### config.mk
export PLATFORM = sky130hd
export DESIGN_NAME = epcs_burst_reader_flat
export DESIGN_NICKNAME = d
export VERILOG_FILES = /design/src/rtl/agc_epcs_pkg.sv /design/src/rtl/epcs_burst_reader_if.sv /design/src/rtl/epcs_sclk_gen.sv /design/src/rtl/epcs_burst_reader.sv /design/src/flat_wrapper.sv
export SDC_FILE = /design/constraint.sdc
export NUM_CORES = 1
export LEC_CHECK = 0
export CELL_PAD_IN_SITES_DETAIL_PLACEMENT = 1
export CELL_PAD_IN_SITES_GLOBAL_PLACEMENT = 2
export CORE_UTILIZATION = 34
export DETAILED_ROUTE_END_ITERATION = 6
export GPL_ROUTABILITY_DRIVEN = 0
export PLACE_DENSITY_LB_ADDON = 0.1
export SLEW_MARGIN = 20
export SYNTH_ARGS = -nofsm -noshare
export SYNTH_HDL_FRONTEND = slang
export SYNTH_SLANG_ARGS = --single-unit
export TNS_END_PERCENT = 10
### constraint.sdc
create_clock -name SYS_CLK -period 3.4 [get_ports SYS_CLK]
set_input_delay 0.51 -clock SYS_CLK [delete_from_list [all_inputs] [get_ports SYS_CLK]]
set_output_delay 0.51 -clock SYS_CLK [all_outputs]
set_load 0.05 [all_outputs]
### src/rtl/agc_epcs_pkg.sv
// Shared definitions for the EPCS burst reader: opcode, FSM states and
// phase-length helpers.
package agc_epcs_pkg;

  // SPI-flash READ opcode, sent MSB first at the start of every burst.
  localparam logic [7:0] READ_OP = 8'h03;

  typedef enum logic [2:0] {
    IDLE,
    CMD,
    ADDRS,
    DATA,
    DESEL,
    ZDONE
  } state_e;

  // Number of DCLK bits in one unit of the given phase (DATA counts per word).
  function automatic int unsigned phase_bits(state_e s, int unsigned addr_w,
                                             int unsigned word_w);
    case (s)
      CMD:     return 8;
      ADDRS:   return addr_w;
      DATA:    return word_w;
      default: return 0;
    endcase
  endfunction

  // True while chip select is low and DCLK is running.
  function automatic logic shifting(state_e s);
    return s inside {CMD, ADDRS, DATA};
  endfunction

endpackage

### src/rtl/epcs_burst_reader_if.sv
// Request/word-stream side of the EPCS burst reader. The consumer is the
// master; the reader is the slave.
interface epcs_burst_reader_if #(
  parameter int ADDR_W = 24,
  parameter int CNT_W  = 12,
  parameter int WORD_W = 16
);
  logic              REQ;
  logic [ADDR_W-1:0] ADDR;
  logic [CNT_W-1:0]  COUNT;
  logic              ABORT;
  logic              BUSY;
  logic [WORD_W-1:0] WORD_DATA;
  logic              WORD_VALID;
  logic              DONE;

  modport master (
    output REQ, ADDR, COUNT, ABORT,
    input  BUSY, WORD_DATA, WORD_VALID, DONE
  );

  modport slave (
    input  REQ, ADDR, COUNT, ABORT,
    output BUSY, WORD_DATA, WORD_VALID, DONE
  );
endinterface

### src/rtl/epcs_sclk_gen.sv
// DCLK generator. While enabled, DCLK toggles every CLK_DIV cycles starting
// low. rise_stb/fall_stb are registered look-ahead strobes: each is high
// during the cycle whose closing edge raises/lowers DCLK, so the caller can
// act on the very edge that moves DCLK.
module epcs_sclk_gen #(
  parameter int CLK_DIV = 1
) (
  input  logic clk,
  input  logic rst_n,
  input  logic en,
  output logic dclk,
  output logic rise_stb,
  output logic fall_stb
);

  localparam int DIV_W = (CLK_DIV > 1) ? $clog2(CLK_DIV) : 1;
  localparam logic [DIV_W-1:0] DIV_MAX = DIV_W'(CLK_DIV - 1);

  logic [DIV_W-1:0] cnt_q, cnt_d;
  logic             dclk_q, dclk_d;
  logic             run_q, run_d;
  logic             rise_q, rise_d;
  logic             fall_q, fall_d;

  // Divider: hold reloaded and low while disabled or on the first enabled edge.
  always_comb begin
    // NOTE: every variable gets a default first so no path leaves it unassigned (no latch).
    cnt_d  = DIV_MAX;
    dclk_d = 1'b0;
    run_d  = en;
    if (en && run_q) begin
      if (cnt_q == '0) begin
        cnt_d  = DIV_MAX;
        dclk_d = ~dclk_q;
      end else begin
        cnt_d  = cnt_q - 1'b1;
        dclk_d = dclk_q;
      end
    end
    rise_d = en && (cnt_d == '0) && !dclk_d;
    fall_d = en && (cnt_d == '0) && dclk_d;
  end

  // Divider registers with synchronous reset to DCLK low.
  always_ff @(posedge clk) begin
    // NOTE: sequential state uses non-blocking assignments so all flops update together.
    if (!rst_n) begin
      cnt_q  <= DIV_MAX;
      dclk_q <= 1'b0;
      run_q  <= 1'b0;
      rise_q <= 1'b0;
      fall_q <= 1'b0;
    end else begin
      cnt_q  <= cnt_d;
      dclk_q <= dclk_d;
      run_q  <= run_d;
      rise_q <= rise_d;
      fall_q <= fall_d;
    end
  end

  assign dclk     = dclk_q;
  assign rise_stb = rise_q;
  assign fall_stb = fall_q;

endmodule

### src/rtl/epcs_burst_reader.sv
// EPCS SPI-flash burst reader: sends READ + address, then shifts in COUNT
// words of WORD_W bits (MSB first) and strobes each one out.
module epcs_burst_reader
  import agc_epcs_pkg::*;
#(
  parameter int WORD_W  = 16,
  parameter int ADDR_W  = 24,
  parameter int CNT_W   = 12,
  parameter int CLK_DIV = 1,
  parameter int CSN_HI  = 4
) (
  input  logic                  SYS_CLK,
  input  logic                  SIM_RST_n,
  epcs_burst_reader_if.slave    rd,
  output logic                  EPCS_CSN,
  output logic                  EPCS_DCLK,
  output logic                  EPCS_ASDI,
  input  logic                  EPCS_DATA
);

  localparam int TX_W     = 8 + ADDR_W;
  localparam int MAX_BITS = (ADDR_W > WORD_W) ? ((ADDR_W > 8) ? ADDR_W : 8)
                                              : ((WORD_W > 8) ? WORD_W : 8);
  localparam int BIT_W    = $clog2(MAX_BITS);
  localparam int DSL_W    = (CSN_HI > 1) ? $clog2(CSN_HI) : 1;

  state_e            state_q, state_d;
  logic [BIT_W-1:0]  bit_cnt_q, bit_cnt_d;
  logic [CNT_W-1:0]  word_cnt_q, word_cnt_d;
  logic [DSL_W-1:0]  desel_cnt_q, desel_cnt_d;
  logic [TX_W-1:0]   tx_q, tx_d;
  logic [WORD_W-1:0] rx_q, rx_d;
  logic [WORD_W-1:0] word_data_q, word_data_d;
  logic              word_valid_q, word_valid_d;
  logic              done_q, done_d;
  logic              busy_q, busy_d;
  logic              aborted_q, aborted_d;
  logic              csn_q, csn_d;
  logic              asdi_q, asdi_d;
  logic              sclk_en, rise_stb, fall_stb;

  assign sclk_en = shifting(state_d);

  epcs_sclk_gen #(.CLK_DIV(CLK_DIV)) u_sclk (
    .clk      (SYS_CLK),
    .rst_n    (SIM_RST_n),
    .en       (sclk_en),
    .dclk     (EPCS_DCLK),
    .rise_stb (rise_stb),
    .fall_stb (fall_stb)
  );

  // Next-state, shift registers and output strobes.
  always_comb begin
    state_d      = state_q;
    bit_cnt_d    = bit_cnt_q;
    word_cnt_d   = word_cnt_q;
    desel_cnt_d  = desel_cnt_q;
    tx_d         = tx_q;
    rx_d         = rx_q;
    word_data_d  = word_data_q;
    word_valid_d = 1'b0;
    done_d       = 1'b0;
    aborted_d    = aborted_q;

    unique case (state_q)
      IDLE: begin
        if (rd.REQ) begin
          if (rd.COUNT != '0) begin
            state_d    = CMD;
            tx_d       = {READ_OP, rd.ADDR};
            word_cnt_d = rd.COUNT;
            bit_cnt_d  = BIT_W'(phase_bits(CMD, ADDR_W, WORD_W) - 1);
            aborted_d  = 1'b0;
          end else begin
            state_d = ZDONE;
          end
        end
      end

      CMD, ADDRS, DATA: begin
        // Flash data is captured on the edge that raises DCLK.
        if (rise_stb && state_q == DATA) rx_d = {rx_q[WORD_W-2:0], EPCS_DATA};
        // Each falling edge ends a bit: advance ASDI and the bit counters.
        if (fall_stb) begin
          tx_d = {tx_q[TX_W-2:0], 1'b0};
          if (bit_cnt_q != '0) begin
            bit_cnt_d = bit_cnt_q - 1'b1;
          end else begin
            case (state_q)
              CMD: begin
                state_d   = ADDRS;
                bit_cnt_d = BIT_W'(phase_bits(ADDRS, ADDR_W, WORD_W) - 1);
              end
              ADDRS: begin
                state_d   = DATA;
                bit_cnt_d = BIT_W'(phase_bits(DATA, ADDR_W, WORD_W) - 1);
              end
              default: begin
                word_data_d  = rx_q;
                word_valid_d = 1'b1;
                if (word_cnt_q == CNT_W'(1)) begin
                  state_d     = DESEL;
                  desel_cnt_d = DSL_W'(CSN_HI - 1);
                end else begin
                  word_cnt_d = word_cnt_q - 1'b1;
                  bit_cnt_d  = BIT_W'(phase_bits(DATA, ADDR_W, WORD_W) - 1);
                end
              end
            endcase
          end
        end
        // Abort wins over any phase transition but keeps a just-completed word.
        if (rd.ABORT) begin
          state_d     = DESEL;
          desel_cnt_d = DSL_W'(CSN_HI - 1);
          aborted_d   = 1'b1;
        end
      end

      DESEL: begin
        if (desel_cnt_q == '0) begin
          state_d = IDLE;
          done_d  = !aborted_q;
        end else begin
          desel_cnt_d = desel_cnt_q - 1'b1;
        end
      end

      ZDONE: begin
        state_d = IDLE;
        done_d  = 1'b1;
      end

      default: state_d = IDLE;
    endcase

    if (!shifting(state_d)) tx_d = '0;
    asdi_d = shifting(state_d) ? tx_d[TX_W-1] : 1'b0;
    csn_d  = !shifting(state_d);
    busy_d = (state_d != IDLE) || (state_q == ZDONE);
  end

  // State and registered outputs with synchronous reset.
  always_ff @(posedge SYS_CLK) begin
    if (!SIM_RST_n) begin
      state_q      <= IDLE;
      bit_cnt_q    <= '0;
      word_cnt_q   <= '0;
      desel_cnt_q  <= '0;
      tx_q         <= '0;
      rx_q         <= '0;
      word_data_q  <= '0;
      word_valid_q <= 1'b0;
      done_q       <= 1'b0;
      busy_q       <= 1'b0;
      aborted_q    <= 1'b0;
      csn_q        <= 1'b1;
      asdi_q       <= 1'b0;
    end else begin
      state_q      <= state_d;
      bit_cnt_q    <= bit_cnt_d;
      word_cnt_q   <= word_cnt_d;
      desel_cnt_q  <= desel_cnt_d;
      tx_q         <= tx_d;
      rx_q         <= rx_d;
      word_data_q  <= word_data_d;
      word_valid_q <= word_valid_d;
      done_q       <= done_d;
      busy_q       <= busy_d;
      aborted_q    <= aborted_d;
      csn_q        <= csn_d;
      asdi_q       <= asdi_d;
    end
  end

  assign rd.BUSY       = busy_q;
  assign rd.WORD_DATA  = word_data_q;
  assign rd.WORD_VALID = word_valid_q;
  assign rd.DONE       = done_q;
  assign EPCS_CSN      = csn_q;
  assign EPCS_ASDI     = asdi_q;

endmodule
### src/flat_wrapper.sv
// flat-port wrapper written by rule: the top's interface ports become plain ports
module epcs_burst_reader_flat import agc_epcs_pkg::*;
#(
  parameter int WORD_W  = 16,
  parameter int ADDR_W  = 24,
  parameter int CNT_W   = 12,
  parameter int CLK_DIV = 1,
  parameter int CSN_HI  = 4
)
  (SYS_CLK, SIM_RST_n, EPCS_CSN, EPCS_DCLK, EPCS_ASDI, EPCS_DATA, rd_REQ, rd_ADDR, rd_COUNT, rd_ABORT, rd_BUSY, rd_WORD_DATA, rd_WORD_VALID, rd_DONE);
  epcs_burst_reader_if #(.ADDR_W(ADDR_W), .CNT_W(CNT_W), .WORD_W(WORD_W)) rd_i ();
  input  logic SYS_CLK;
  input  logic SIM_RST_n;
  output logic EPCS_CSN;
  output logic EPCS_DCLK;
  output logic EPCS_ASDI;
  input  logic EPCS_DATA;
  input wire logic [$bits(rd_i.REQ)-1:0] rd_REQ;
  input wire logic [$bits(rd_i.ADDR)-1:0] rd_ADDR;
  input wire logic [$bits(rd_i.COUNT)-1:0] rd_COUNT;
  input wire logic [$bits(rd_i.ABORT)-1:0] rd_ABORT;
  output wire logic [$bits(rd_i.BUSY)-1:0] rd_BUSY;
  output wire logic [$bits(rd_i.WORD_DATA)-1:0] rd_WORD_DATA;
  output wire logic [$bits(rd_i.WORD_VALID)-1:0] rd_WORD_VALID;
  output wire logic [$bits(rd_i.DONE)-1:0] rd_DONE;
  assign rd_i.REQ = rd_REQ;
  assign rd_i.ADDR = rd_ADDR;
  assign rd_i.COUNT = rd_COUNT;
  assign rd_i.ABORT = rd_ABORT;
  assign rd_BUSY = rd_i.BUSY;
  assign rd_WORD_DATA = rd_i.WORD_DATA;
  assign rd_WORD_VALID = rd_i.WORD_VALID;
  assign rd_DONE = rd_i.DONE;
  epcs_burst_reader #(.WORD_W(WORD_W), .ADDR_W(ADDR_W), .CNT_W(CNT_W), .CLK_DIV(CLK_DIV), .CSN_HI(CSN_HI)) u_core (.SYS_CLK(SYS_CLK), .SIM_RST_n(SIM_RST_n), .rd(rd_i), .EPCS_CSN(EPCS_CSN), .EPCS_DCLK(EPCS_DCLK), .EPCS_ASDI(EPCS_ASDI), .EPCS_DATA(EPCS_DATA));
endmodule
==> results.sh <==
export IMPL_p_leak_nw=1.722
export IMPL_drt_total_wl_mm=11.78
export IMPL_die_y_um=114.1
export IMPL_ys_seq_elements=96
export IMPL_rrSetupSlack_ns=0.87
export IMPL_synthXorXnorAreaFrac_pct=0
export IMPL_cp_required_ns=3.65
export IMPL_grt_use_total_pct=19.25
export IMPL_wl_met1_mm=5.601
export IMPL_numPortBuffers=62
export IMPL_via_count=3909
export IMPL_worst_setup_path_type="in -> reg"
export IMPL_syn_cell_area_um2=4275
export IMPL_yosys_top_cells_area="dfxtp_1, nand2_1, a211oi_1, a21oi_1, a22oi_1"
export IMPL_met3WireLength_um=324
export IMPL_worst_path_max_delay_cell="or4_1"
export IMPL_viasPerCell=5.347
export IMPL_drcViolationCount=0
export IMPL_cts_root_buffer="clkbuf_16"
export IMPL_route_antenna_remaining_nets=0
export IMPL_clock_path_buffers=2
export IMPL_ff2ff_path_depth=9
export IMPL_min_period_ns=2.606
export IMPL_post_route_util_pct=43.69
export IMPL_fin_crit_sh_pct=76.66
export IMPL_final_cell_mix="nand2_1, dfxtp_1, clkdlybuf4s50_1"
export IMPL_top_layer_used="met4"
export IMPL_finalSetupTns_ns=0
export IMPL_synthesis_nets=563
export IMPL_r2r_end="u_core.tx_q[24]"
export IMPL_met2_length_mm=5.639
export IMPL_path_cells="clkdlybuf4s50_1 > or4_1 > or3_1 > nand2_1 > nand3_1 > a211oi_1"
export IMPL_crit_buf_inv=1
export IMPL_rsz0062_at_grt="no"
export IMPL_path_delay_family="simple AND/OR/NAND/NOR gates"
export IMPL_synthMuxAreaShare_pct=0.7316
export IMPL_setup_viol=0
export IMPL_hold_depth=2
export IMPL_cts_resized=0
export IMPL_tightest_slew_ns=0.9993
export IMPL_hpwlAfterDp_mm=7.779
export IMPL_clk_pin_slew_ns=0.07
export IMPL_io_pins=63
export IMPL_antenna_found_initial=0
export IMPL_ys_warnings_count=0
export IMPL_grt_pass1_wl_mm=19.77
export IMPL_max_stage_delay_ns=0.61
export IMPL_die_width_um=114.1
export IMPL_grt_max_degree=55
export IMPL_fmax_ghz=0.3837
export IMPL_grt_pass1_vias=4016
export IMPL_synth_edf_count=0
export IMPL_irDropWorstVdd_uv=229.4
export IMPL_synth_simple_area_share_pct=22.15
export IMPL_num_rows=40
export IMPL_tritoncts="done"
export IMPL_synth_compound_area_share_pct=24.82
export IMPL_hold_class="reg -> reg"
export IMPL_core_um2=12110
export IMPL_slew_headroom_pct=33.28
export IMPL_worstSetupEndpointType="flop"
export IMPL_power_switching_uw=712.2
export IMPL_die_area_um2=13030
export IMPL_syn_area_per_cell_um2=8.270
export IMPL_cts_sinks=96
export IMPL_synth_top_cell_area_share_pct=44.95
export IMPL_synthAdderAreaFrac_pct=1.463
export IMPL_final_common_cell="nand2_1"
export IMPL_hold_start="u_core.rd.WORD_DATA[11]"
export IMPL_cp_max_fo=10
export IMPL_seq_power_share_pct=47.1
export IMPL_cap_violations=0
export IMPL_yosysTopAreaCell="dfxtp_1"
export IMPL_finalHoldViolations=0
export IMPL_synth_ff_type="dfxtp_1"
export IMPL_antenna_cells=0
export IMPL_pwr_share_clk_pct=38.5
export IMPL_ys_seq_area_share_pct=44.95
export IMPL_outcome="finished clean"
export IMPL_r2r_start="u_core.bit_cnt_q[0]"
export IMPL_arrival_ns=2.86
export IMPL_yosysUniqueCellTypes=56
export IMPL_power_density_nw_per_um2=481.4
export IMPL_holdWs_ns=0.4566
export IMPL_switching_share_pct=27.96
export IMPL_start_util_pct=35.30
export IMPL_drt_initial_drc_count=144
export IMPL_hold_buffers=0
export IMPL_gr_total_overflow=0
export IMPL_post_cts_buffers=0
export IMPL_final_max_slew_violation_count=0
export IMPL_fin_nets=605
export IMPL_clock_skew_ns=0.01048
export IMPL_whs_endpoint="u_core.rd.WORD_DATA[11]"
export IMPL_h_tree_depth=3
export IMPL_syn_to_final_growth_pct=23.76
export IMPL_numCtsBuffers=9
export IMPL_synth_top_family_by_area="compound AO/OA/AOI/OAI gates"
export IMPL_pwr_share_comb_pct=14.4
export IMPL_insertion_delay_ns=0.35
export IMPL_wire_per_inst_um=16.11
export IMPL_startpoint_type="input pin"
export IMPL_p_total_mw=2.547
export IMPL_drive_gt1_share_pct=6.927
export IMPL_internal_power_mw=1.835
export IMPL_drt_first_pass_iters=4
export IMPL_async_flop_share_pct=0
export IMPL_synthCells=517
power by group through the flow:
| stage | logic [mW] | registers, mW | clock network [mW] |
|---|---|---|---|
| after floorplan | 0.238 | 1.22 | 0 |
| after global placement | 0.362 | 1.22 | 0 |
| after detailed placement | 0.369 | 1.23 | 0 |
| after CTS | 0.371 | 1.20 | 1.01 |
| after global routing | 0.406 | 1.21 | 1.05 |
| final | 0.366 | 1.20 | 0.981 |
through the flow:
stage / setup slack [ns] / area (um^2) / std cells
2_1_floorplan: 1.120 / 4275 / 517
3_3_place_gp: 0.4872 / 5007 / 716
3_5_place_dp: 0.4642 / 5007 / 716
4_1_cts: 0.7883 / 5291 / 731
5_1_grt: 0.6634 / 5291 / 731
6_report: 0.7937 / 5291 / 731
per-layer routing:
| metal | GRT usage (%) | up-vias |
|---|---|---|
| met5 | 0 | - |
| li1 | - | 1943 |
| met4 | 8.139 | 0 |
| met1 | 24.27 | 1900 |
| met2 | 32.44 | 50 |
| met3 | 3.335 | 16 |
synthesized netlist by cell type (all sizes together) (3+ instances only):
| cell | instances |
|---|---|
| o31ai | 3 |
| o21ai | 7 |
| a21o | 3 |
| and3 | 5 |
| a311oi | 3 |
| a21oi | 52 |
| nand2 | 115 |
| nor4 | 7 |
| buf | 14 |
| nor2 | 22 |
| or4 | 5 |
| nor3 | 13 |
| clkbuf | 28 |
| ha | 5 |
| nand3 | 11 |
| o211ai | 3 |
| nor4b | 3 |
| dfxtp | 96 |
| a22oi | 26 |
| inv | 12 |
| a211oi | 38 |
| a31oi | 5 |
| nand4 | 4 |
| or3 | 4 |
registers in the layout, summed over array words and instances, names as in the netlist, 2 cells and up:
name	count
u_core.tx_q	32
u_core.rd.WORD_DATA	16
u_core.rx_q	16
u_core.word_cnt_q	12
u_core.bit_cnt_q	5
u_core.state_q	3
u_core.desel_cnt_q	2
worst max-delay path by stage:
| stage | depth (start not counted) | slack, ns | start | end |
|---|---|---|---|---|
| floorplan | 7 | 1.12 | rd_COUNT[2] | u_core.tx_q[10] |
| global placement | 7 | 0.49 | rd_COUNT[2] | u_core.word_cnt_q[0] |
| detailed placement | 6 | 0.46 | rd_COUNT[2] | u_core.EPCS_ASDI |
| CTS | 6 | 0.79 | rd_COUNT[2] | u_core.EPCS_ASDI |
| global route | 9 | 0.66 | u_core.bit_cnt_q[0] | u_core.tx_q[25] |
| finish | 6 | 0.79 | rd_COUNT[2] | u_core.EPCS_ASDI |
layout make-up:
cell class	instances	area, um^2
fill	1455	6820
multi-input combinational	367	2102
sequential	96	1922
timing repair buffer	73	728.2
clock buffer	10	239.0
tap	168	210.2
clock inverter	5	45.04
inverter	12	45.04
worst reg2reg max path: stages, from the launching register on:
cell	delay [ns]
dfxtp_1	0.34
inv_1	0.11
ha_1	0.21
nor4b_1	0.39
buf_4	0.25
a2111oi_0	0.11
a211oi_1	0.35
o31a_1	0.22
buf_4	0.30
a311oi_1	0.10
cells by family (layout without fill, tap and decap cells):
kind of cell               count (synthesis)  count (layout)
and+or+nand+nor                          205             205
muxes                                      3               3
AOI/OAI and AO/OA                        154             154
DFF                                       96              96
buffers and inverters                     54             100
adders and majority gates                  5               5
No activity file was read; power rests on OpenSTA's default activity.
